<file path="src/rtl/stage_mem_ctrl_pkg.sv">
// Shared definitions for the MFCC stage controllers: the stage FSM state
// encoding and the default frame geometry used by the top controller.
package stage_mem_ctrl_pkg;

  localparam int DEF_ADDR_WIDTH = 9;
  localparam int DEF_FRAME_LEN  = 400;
  localparam int DEF_PIPE_LAT   = 3;

  typedef enum logic [1:0] {
    ST_IDLE  = 2'd0,
    ST_READ  = 2'd1,
    ST_DRAIN = 2'd2,
    ST_DONE  = 2'd3
  } stage_state_e;

endpackage

</file>
<file path="src/rtl/stage_addr_cnt.sv">
// Address counter with synchronous clear, count enable and a terminal-count
// flag. The count saturates at TC_VAL, so it never leaves the frame range.
// Ports:
//   clk, rst_n : clock, async active-low reset
//   i_clr      : return the count to 0 (wins over i_en)
//   i_en       : advance by one unless already at TC_VAL
//   o_cnt      : current address
//   o_tc       : o_cnt == TC_VAL
module stage_addr_cnt #(
  parameter int WIDTH  = 9,
  parameter int TC_VAL = 399
) (
  input  logic             clk,
  input  logic             rst_n,
  input  logic             i_clr,
  input  logic             i_en,
  output logic [WIDTH-1:0] o_cnt,
  output logic             o_tc
);

  logic [WIDTH-1:0] r_cnt;
  logic             w_tc;

  assign w_tc  = (r_cnt == WIDTH'(TC_VAL));
  assign o_cnt = r_cnt;
  assign o_tc  = w_tc;

  always_ff @(posedge clk or negedge rst_n) begin
    if (!rst_n) begin
      r_cnt <= '0;
    end else if (i_clr) begin
      r_cnt <= '0;
    end else if (i_en && !w_tc) begin
      r_cnt <= r_cnt + 1'b1;
    end
  end

endmodule

</file>
<file path="src/rtl/stage_mem_ctrl.sv">
// Ping-pong memory sequencer for one processing stage. A start pulse reads a
// full frame from the source bank; the read strobe is delayed through a
// PIPE_LAT-deep valid pipe to become the write strobe into the destination
// bank. Banks are captured at start and held for the whole frame.
// Ports:
//   clk, rst_n                : clock, async active-low reset
//   state_en                  : start pulse
//   src_mem_sel, dst_mem_sel  : banks for this frame (captured at start)
//   rd_en/rd_bank/rd_addr     : source read strobe, bank, address
//   wr_en/wr_bank/wr_addr     : destination write strobe, bank, address
//   first_sample              : read of address 0 (datapath clears history)
//   busy                      : frame in progress (READ, DRAIN, DONE)
//   stage_done                : frame fully written
//   start_err                 : start pulse seen while not idle
//
// state    | meaning
// ST_IDLE  | waiting for state_en
// ST_READ  | rd_en every cycle, rd_addr 0..FRAME_LEN-1
// ST_DRAIN | reads finished, waiting for the last write to retire
// ST_DONE  | stage_done pulse, back to idle next cycle
module stage_mem_ctrl
  import stage_mem_ctrl_pkg::*;
#(
  parameter int ADDR_WIDTH = DEF_ADDR_WIDTH,
  parameter int FRAME_LEN  = DEF_FRAME_LEN,
  parameter int PIPE_LAT   = DEF_PIPE_LAT
) (
  input  logic                  clk,
  input  logic                  rst_n,
  input  logic                  state_en,
  input  logic                  src_mem_sel,
  input  logic                  dst_mem_sel,
  output logic                  rd_en,
  output logic                  rd_bank,
  output logic [ADDR_WIDTH-1:0] rd_addr,
  output logic                  wr_en,
  output logic                  wr_bank,
  output logic [ADDR_WIDTH-1:0] wr_addr,
  output logic                  first_sample,
  output logic                  busy,
  output logic                  stage_done,
  output logic                  start_err
);

  if ((FRAME_LEN < 1) || (FRAME_LEN > (2 ** ADDR_WIDTH))) begin : g_bad_frame_len
    $error("stage_mem_ctrl: FRAME_LEN must be in 1..2**ADDR_WIDTH");
  end
  if ((PIPE_LAT < 1) || (PIPE_LAT > 8)) begin : g_bad_pipe_lat
    $error("stage_mem_ctrl: PIPE_LAT must be in 1..8");
  end

  stage_state_e        r_state;
  stage_state_e        w_state_nxt;
  logic                w_accept;
  logic                w_rd_tc;
  logic                w_wr_tc;
  logic                r_rd_bank;
  logic                r_wr_bank;
  logic                r_start_err;
  logic [PIPE_LAT-1:0] r_vld_sr;

  always_comb begin
    w_state_nxt = r_state;
    w_accept    = 1'b0;
    rd_en       = 1'b0;
    busy        = 1'b1;
    stage_done  = 1'b0;
    case (r_state)
      ST_IDLE: begin
        busy = 1'b0;
        if (state_en) begin
          w_accept    = 1'b1;
          w_state_nxt = ST_READ;
        end
      end
      ST_READ: begin
        rd_en = 1'b1;
        if (w_rd_tc) w_state_nxt = ST_DRAIN;
      end
      ST_DRAIN: begin
        // The last write always lands here: it trails the last read by
        // PIPE_LAT >= 1 cycles.
        if (wr_en && w_wr_tc) w_state_nxt = ST_DONE;
      end
      ST_DONE: begin
        stage_done  = 1'b1;
        w_state_nxt = ST_IDLE;
      end
      default: begin
        busy        = 1'b0;
        w_state_nxt = ST_IDLE;
      end
    endcase
  end

  always_ff @(posedge clk or negedge rst_n) begin
    if (!rst_n) begin
      r_state     <= ST_IDLE;
      r_rd_bank   <= 1'b0;
      r_wr_bank   <= 1'b0;
      r_start_err <= 1'b0;
      r_vld_sr    <= '0;
    end else begin
      r_state     <= w_state_nxt;
      // Any start outside IDLE (including the DONE cycle) is rejected.
      r_start_err <= state_en && (r_state != ST_IDLE);
      if (w_accept) begin
        r_rd_bank <= src_mem_sel;
        r_wr_bank <= dst_mem_sel;
      end
      r_vld_sr[0] <= rd_en;
      for (int i = 1; i < PIPE_LAT; i++) begin
        r_vld_sr[i] <= r_vld_sr[i-1];
      end
    end
  end

  stage_addr_cnt #(
    .WIDTH  (ADDR_WIDTH),
    .TC_VAL (FRAME_LEN - 1)
  ) u_rd_cnt (
    .clk   (clk),
    .rst_n (rst_n),
    .i_clr (w_accept),
    .i_en  (rd_en),
    .o_cnt (rd_addr),
    .o_tc  (w_rd_tc)
  );

  stage_addr_cnt #(
    .WIDTH  (ADDR_WIDTH),
    .TC_VAL (FRAME_LEN - 1)
  ) u_wr_cnt (
    .clk   (clk),
    .rst_n (rst_n),
    .i_clr (w_accept),
    .i_en  (wr_en),
    .o_cnt (wr_addr),
    .o_tc  (w_wr_tc)
  );

  assign wr_en        = r_vld_sr[PIPE_LAT-1];
  assign rd_bank      = r_rd_bank;
  assign wr_bank      = r_wr_bank;
  assign start_err    = r_start_err;
  assign first_sample = rd_en && (rd_addr == '0);

endmodule

</file>
<file path="config.mk">
export PLATFORM = sky130hd
export DESIGN_NAME = stage_mem_ctrl
export DESIGN_NICKNAME = d
export VERILOG_FILES = /design/src/rtl/stage_mem_ctrl_pkg.sv /design/src/rtl/stage_addr_cnt.sv /design/src/rtl/stage_mem_ctrl.sv
export SDC_FILE = /design/constraint.sdc
export NUM_CORES = 1
export LEC_CHECK = 0
export CAP_MARGIN = 15
export CELL_PAD_IN_SITES_DETAIL_PLACEMENT = 1
export CELL_PAD_IN_SITES_GLOBAL_PLACEMENT = 1
export CORE_UTILIZATION = 25
export CTS_CLUSTER_SIZE = 8
export DETAILED_ROUTE_END_ITERATION = 12
export PLACE_DENSITY_LB_ADDON = 0.1
export SLEW_MARGIN = 15
export SYNTH_ARGS = -nofsm -noshare
export SYNTH_HDL_FRONTEND = slang
export SYNTH_SLANG_ARGS = --single-unit
</file>
<file path="constraint.sdc">
create_clock -name clk -period 3.23 [get_ports clk]
set_input_delay 0.646 -clock clk [delete_from_list [all_inputs] [get_ports clk]]
set_output_delay 0.646 -clock clk [all_outputs]
set_load 0.005 [all_outputs]
</file>
; Word-level counts from Yosys, hierarchy flattened
; Cells that the tools add are included.
[op_classes]
shifts = 0
n_eq_ne = 8
mux = 13
n_mul = 0
div_mod_pow = 0
n_lt_le_gt_ge = 0
reduce_logical = 13
n_addsub = 2
bitwise = 0
[ops]
columns = cell, count
row1 = $mux W9, 4
row2 = $add A9 B1 Y9 const B, 2
row3 = $eq A9 B9 Y1 const B, 2
row4 = $logic_not A9 Y1, 1
row5 = $pmux W2 S4, 1
row6 = $mux W2, 3
row7 = $reduce_bool A2 Y1, 3
row8 = $logic_and A1 B1 Y1, 5
row9 = $mux W1, 5
row10 = $eq A2 B2 Y1 const B, 2
row11 = $ne A2 B2 Y1 const B, 2
row12 = $reduce_and A3 Y1, 1
row13 = $eq A2 B1 Y1 const B, 1
row14 = $logic_not A1 Y1, 2
row15 = $logic_not A2 Y1, 1
row16 = $ne A2 B1 Y1 const B, 1
[word_totals]
n_memories = 0
reg_bits = 26
out_inout_bits = 26
wordCells = 43
inputBits = 5
mem_bits_rw = 0
latch_bits = 0
romBits = 0

; Longest topological paths before layout
; Gate-level depths: netlist of run 1.
[logic_depth]
depth_word = 5
mapped_depth = 6
depth_no_buf = 6

; By module
; Synthesis of run 1 repeated with hierarchy kept, for this count alone.
[unflattened]
cells_unflattened = 137
area_unflattened_um2 = 1427.6
[modules_own_cells]
columns = mod, instances, area_per_inst_um2, seq_area_each_um2, cells_each
row1 = stage_addr_cnt, 2, 524.3, 225.2, 54
row2 = stage_mem_ctrl, 1, 379.1, 200.2, 29

; Worst setup path before layout of run 1
; No wires, ideal clock.
[synth_path]
path_kind = register -> register
startpoint = reg u_rd_cnt.r_cnt[5], in the netlist u_rd_cnt.o_cnt[5]
endpoint = reg r_state[1]
setup_ns = 0.125
setup_slack_ns = 1.502
period_less_slack_ns = 1.728
arrival_ns = 1.603
path_buffers = 0
stages_incl_launch_ff = 5
required_time_ns = 3.105
cell_sequence = dfrtp_1 > or3_4 > o31ai_4 > nand3_2 > mux2_4
[synth_between]
elab_chain_len = 3
[synth_lines]
columns = item, line
row1 = start: declaration, stage_addr_cnt.sv:21  ; logic [WIDTH-1:0] r_cnt;
row2 = start signal: assignment, stage_addr_cnt.sv:34  ; r_cnt <= r_cnt + 1'b1;
row3 = $eq A9 B9 Y1, stage_addr_cnt.sv:24  ; assign w_tc = (r_cnt == WIDTH'(TC_VAL));
row4 = $ne A2 B1 Y1 (no line), -
row5 = $reduce_and A3 Y1 (no line), -
row6 = end signal: assignment, stage_mem_ctrl.sv:104  ; r_state <= w_state_nxt;
row7 = end: declaration, stage_mem_ctrl.sv:52  ; stage_state_e r_state;
; Every way passes these cells.
; A chain may end at the register's enable or synchronous reset.

; Final worst setup path of run 1
[layout_path]
startpoint = reg r_state[1]
endpoint = out first_sample
[layout_between]
elab_chain_len = 3
[layout_lines]
columns = item, line
row1 = $eq A2 B1 Y1, stage_mem_ctrl.sv:68  ; case (r_state)
row2 = $mux W1, stage_mem_ctrl.sv:68
row3 = $logic_and A1 B1 Y1, stage_mem_ctrl.sv:146  ; assign first_sample = rd_en && (rd_addr == '0);
row4 = end: declaration, stage_mem_ctrl.sv:39  ; output logic first_sample,
; Every way passes these cells.

==> results of run 1 <==
## how the worst max path moves through the flow
stage | endpoint | slack, ns
floorplan | r_state[1]$_DFFE_PN0P_ | 1.50
global placement | u_rd_cnt.o_cnt[4]$_DFFE_PN0P_ | 0.95
detailed placement | u_rd_cnt.o_cnt[4]$_DFFE_PN0P_ | 0.92
CTS | first_sample | 0.67
global route | first_sample | 0.53
finish | first_sample | 0.70
## metrics by stage
stage                     std cells  power (mW)  hold WS, ns   util  setup WS [ns]
final                           224       0.521        0.352  0.357          0.698
after global routing            224       0.546        0.378  0.357          0.530
after CTS                       224       0.532        0.357  0.357          0.667
after detailed placement        221       0.347        0.336  0.349          0.925
after global placement          221       0.347        0.334  0.349          0.955
after floorplan                 124       0.333        0.331      -           1.50
## power breakdown
| group | leakage, nW | switching [mW] | internal (mW) |
|---|---|---|---|
| clock network | 0.0216 | 0.0977 | 0.0835 |
| registers | 0.311 | 0.000159 | 0.326 |
| logic | 0.357 | 0.00741 | 0.00651 |
## per-layer routing
metal	up-vias	track usage	share of wire
li1	507	-	-
met1	518	0.169	0.48
met2	21	0.215	0.48
met3	4	0.0203	0.030
met4	0	0.0503	0.013
met5	-	0	0
## registers in the layout, indices dropped and copies added (netlist names)
register,cells
r_state,2
r_vld_sr,3
rd_bank,1
start_err,1
u_rd_cnt.o_cnt,9
u_wr_cnt.o_cnt,9
wr_bank,1
## placed cells by master (no fill, tap or decap), types with 2 or more instances in the layout
master           count
clkdlybuf4s50_1     30
dfrtp_1             26
nor2_1              15
ha_1                 8
inv_1                7
o21ai_0              7
a21oi_1              6
nand3_1              5
nand2_1              5
xor2_1               4
nand4_1              4
or3_1                4
xnor2_1              3
nor3_1               3
clkbuf_8             3
nor2b_1              2
mux2i_1              2
o31ai_1              2
mux2_2               2
o311ai_0             2
buf_4                2
## cell families after synthesis
kind of cell             Yosys count  synth area share
multiplexers                       5            0.0439
AO/OA/AOI/OAI                     21             0.111
XOR/XNOR                           7            0.0468
buffers and inverters              9            0.0258
AND/OR/NAND/NOR                   48             0.200
adder cells (fa/ha/maj)            8            0.0764
flip-flops                        26             0.497
## critical path: stages, from the launching register on
cell and delay, ns:
dfrtp_1 0.42, inv_1 0.12, ha_1 0.34, nand3_1 0.11
nor2_1 0.12, clkdlybuf4s50_1 0.51
## layout make-up
cell class / instances / area, µm² / share of cell area
clock buffer: 3 / 41.3 / 0.0237
inverter: 7 / 26.3 / 0.0151
multi-input combinational: 89 / 626 / 0.359
sequential: 26 / 651 / 0.373
tap: 67 / 83.8 / 0.0481
timing repair buffer: 32 / 315 / 0.181
==> flow_metrics.env, run 1 <==
export IMPL_status="completed"
export IMPL_fin_area_mm2=0.00174
export IMPL_clock_fmax_mhz=395
export IMPL_ys_types=34
export IMPL_ys_seq_area_frac=0.497
export IMPL_num_rows=25
export IMPL_synth_most_common_cell="dfrtp_1"
export IMPL_fillers=563
export IMPL_io_buffers=30
export IMPL_ys_top_cells_by_area="dfrtp_1, ha_1, nor2_1"
export IMPL_drv_cap=0
export IMPL_fin_crit_sh=0.784
export IMPL_rr_worst_depth=5
export IMPL_clockRootBuffer="clkbuf_8"
export IMPL_vias_per_cell=4.69
export IMPL_syn_area_per_cell_um2=10.6
export IMPL_holdPathStages=0
export IMPL_final_min_clock_period_ns=2.53
export IMPL_grt_pass1_vias=1106
export IMPL_cp_required_ns=2.58
export IMPL_drt_iter0_drc=36
export IMPL_synth_top_area_share=0.497
export IMPL_yosys_top_cells_count="dfrtp_1, nor2_1, ha_1"
export IMPL_die_y_um=74.4
export IMPL_dr_pass1_iters=4
export IMPL_synth_edf_count=0
export IMPL_slew_viol_final=0
export IMPL_yosys_most_used_dff="dfrtp_1"
export IMPL_cp_end_kind="output port"
export IMPL_power_density_mw_per_mm2=299
export IMPL_coreArea_mm2=0.00488
export IMPL_cts_max_level=1
export IMPL_synth_top_area_cell="dfrtp_1"
export IMPL_crit_fanout=7
export IMPL_syn_area_mm2=0.00131
export IMPL_cts_sinks=26
export IMPL_cts_tree="built"
export IMPL_insertion_delay_ns=0.26
export IMPL_die_w_um=74.4
export IMPL_diodes=0
export IMPL_ff2ff_setup_slack_ns=1.31
export IMPL_drive_gt1_frac=0.0828
export IMPL_area_growth_synth_to_final_pct=33.0
export IMPL_grt_first_pass_wirelength_um=5330
export IMPL_ys_ff_latch=26
export IMPL_initial_core_util=0.268
export IMPL_tightest_slew_ns=0.601
export IMPL_hold_viol=0
export IMPL_drc=0
export IMPL_hold_path_class="reg -> reg"
export IMPL_finalSetupViolCount=0
export IMPL_antenna_found_initial=0
export IMPL_grt_setup_unrepaired="false"
export IMPL_r2r_end="u_rd_cnt.o_cnt[4]$_DFFE_PN0P_"
export IMPL_worstHoldStart="r_vld_sr[0]$_DFF_PN0_"
export IMPL_arrival_ns=1.89
export IMPL_numCtsBuffers=3
export IMPL_worstSetupPathType="reg -> out"
export IMPL_fin_skew_ns=0.00183
export IMPL_grt_max_degree=27
export IMPL_gr_usage_all_layers=0.129
export IMPL_hold_end="r_vld_sr[1]$_DFF_PN0_"
export IMPL_slew_headroom=0.596
export IMPL_rr_startpoint="r_state[0]$_DFFE_PN0P_"
export IMPL_grt_overflow_total=0
export IMPL_dpl_cell_area_mm2=0.00170
export IMPL_avgRoutedWirePerCell_um=13.8
export IMPL_async_flop_share=1.00
export IMPL_pin_count=31
export IMPL_cp_startpoint="r_state[1]$_DFFE_PN0P_"
export IMPL_syn_num_nets=137
export IMPL_ctsHoldBuffers=0
export IMPL_wl_um=3080
export IMPL_cp_start_kind="flop"
export IMPL_ir_drop_mv=0.142
export IMPL_leakage_nw=0.689
export IMPL_fin_tns_setup_ns=0
export IMPL_dpl_hpwl_um=2280
export IMPL_route_vias_total=1050
export IMPL_final_nets=172
export IMPL_yosysWarningCount=0
export IMPL_cts_setup_buffers=0
export IMPL_ant_nets=0
export IMPL_clk_path_buf_depth=2
export IMPL_cts_resized=0
export IMPL_dieArea_mm2=0.00553
export IMPL_clk_pin_slew_ns=0.09
export IMPL_synthCells=124
export IMPL_gp_congestion=0.768
Note: power is estimated with default switching activity, not from simulation.
==> inputs of run 2 (changes only) <==
Clock period 3.23 ns to 2.6 ns, I/O delays scaled along.
==> flow_metrics.env, run 2 (synthesis results as in run 1) <==
export IMPL_coreArea_mm2=0.00488
export IMPL_dpl_hpwl_um=2370
export IMPL_gp_congestion=0.776
export IMPL_power_density_mw_per_mm2=431
export IMPL_final_util=0.366
export IMPL_io_buffers=30
export IMPL_arrival_ns=1.76
export IMPL_slew_viol_final=0
export IMPL_ant_nets=0
export IMPL_cp_startpoint="u_rd_cnt.o_cnt[5]$_DFFE_PN0P_"
export IMPL_dpl_cell_area_mm2=0.00172
export IMPL_drc=0
export IMPL_grt_first_pass_wirelength_um=5770
export IMPL_route_vias_total=1079
export IMPL_drv_cap=0
export IMPL_area_growth_synth_to_final_pct=36.5
export IMPL_cp_required_ns=2.08
export IMPL_clock_fmax_mhz=439
export IMPL_fin_area_mm2=0.00179
export IMPL_num_rows=25
export IMPL_finalSetupViolCount=0
export IMPL_hold_viol=0
export IMPL_ff2ff_setup_slack_ns=0.67
export IMPL_tightest_slew_ns=0.634
export IMPL_endpoint="first_sample"
export IMPL_pin_count=31
export IMPL_cp_start_kind="flop"
export IMPL_fin_crit_sh=0.876
export IMPL_ir_drop_mv=0.231
export IMPL_drive_gt1_frac=0.100
export IMPL_avgRoutedWirePerCell_um=14.6
export IMPL_cts_resized=0
export IMPL_clockRootBuffer="clkbuf_8"
export IMPL_cts_tree="built"
export IMPL_leakage_nw=0.713
export IMPL_diodes=0
export IMPL_grt_overflow_total=0
export IMPL_drt_iter0_drc=22
export IMPL_insertion_delay_ns=0.27
export IMPL_hold_path_class="reg -> reg"
export IMPL_numCtsBuffers=3
export IMPL_totalPowerFinal_uw=770
export IMPL_grt_pass1_vias=1160
export IMPL_fin_tns_setup_ns=0
export IMPL_ctsHoldBuffers=0
export IMPL_clk_path_buf_depth=2
export IMPL_whs_ns=0.350
export IMPL_final_cell_mix="clkdlybuf4s50_1, dfrtp_1, nor2_1"
export IMPL_cts_setup_buffers=0
export IMPL_slew_headroom=0.574
export IMPL_wl_um=3320
export IMPL_die_y_um=74.4
export IMPL_cp_end_kind="output port"
export IMPL_gr_usage_all_layers=0.138
export IMPL_rr_startpoint="u_rd_cnt.o_cnt[0]$_DFFE_PN0P_"
export IMPL_dieArea_mm2=0.00553
export IMPL_crit_fanout=5
export IMPL_cts_max_level=1
export IMPL_final_min_clock_period_ns=2.28
export IMPL_final_nets=174
export IMPL_mostFrequentLayoutCell="clkdlybuf4s50_1"
export IMPL_rr_worst_depth=5
export IMPL_clk_pin_slew_ns=0.10
export IMPL_vias_per_cell=4.75
export IMPL_grt_setup_unrepaired="false"
export IMPL_status="completed"
export IMPL_grt_max_degree=27
export IMPL_initial_core_util=0.268
export IMPL_fin_skew_ns=0.00579
export IMPL_cts_sinks=26
export IMPL_die_w_um=74.4
export IMPL_dr_pass1_iters=4
export IMPL_worstSetupPathType="reg -> out"
export IMPL_antenna_found_initial=0
export IMPL_r2r_end="r_state[1]$_DFFE_PN0P_"
==> run 2: cell types whose count changed in the layout (fill, tap and decap cells not counted), sizes merged <==
| cell | previous run | this run |
|---|---|---|
| buf | 2 | 4 |
| bufinv | 0 | 1 |
==> run 2: how the worst min path moves through the flow <==
stage	slack (ns)	start	depth (start not counted)	to
5_1_grt	0.37	r_vld_sr[0]$_DFF_PN0_	0	r_vld_sr[1]$_DFF_PN0_
2_1_floorplan	0.22	rst_n	0	r_state[0]$_DFFE_PN0P_
6_report	0.35	r_vld_sr[0]$_DFF_PN0_	0	r_vld_sr[1]$_DFF_PN0_
4_1_cts	0.35	r_vld_sr[0]$_DFF_PN0_	0	r_vld_sr[1]$_DFF_PN0_
3_5_place_dp	0.34	r_vld_sr[0]$_DFF_PN0_	0	r_vld_sr[1]$_DFF_PN0_
3_3_place_gp	0.33	r_vld_sr[1]$_DFF_PN0_	0	r_vld_sr[2]$_DFF_PN0_
==> run 2: per-stage QoR <==
stage | setup slack [ns] | std cells
2_1_floorplan | 0.872 | 124
3_3_place_gp | 0.627 | 223
3_5_place_dp | 0.612 | 223
4_1_cts | 0.301 | 227
5_1_grt | 0.211 | 227
6_report | 0.323 | 227
==> run 2: worst max-delay path, cell delays in order, from the launching register on <==
cell	delay, ns
dfrtp_1	0.44
or3_4	0.44
nor2_1	0.10
clkdlybuf4s50_1	0.51
==> run 2: area by class of cell <==
class                   count  area, µm²
multi-input cells          89        626
flip-flops and latches     26        651
clock buffers               3       41.3
fillers                   560       3090
well taps                  67       83.8
clock inverters             1       30.0
repair buffers             34        330
inverters                   7       26.3
==> run 2: power by group <==
part           total (mW)  internal (mW)  switching, mW
clock network       0.347          0.206          0.141
registers           0.405          0.405       0.000181
logic              0.0179        0.00811        0.00976
total               0.770          0.619          0.151
==> run 2: layer usage <==
layer  share of wire  wire length, µm  global-route usage
met5               0                0                   0
met1            0.42             1390               0.160
met2            0.53             1760               0.251
met4          0.0066               22              0.0356
met3           0.043              142              0.0366
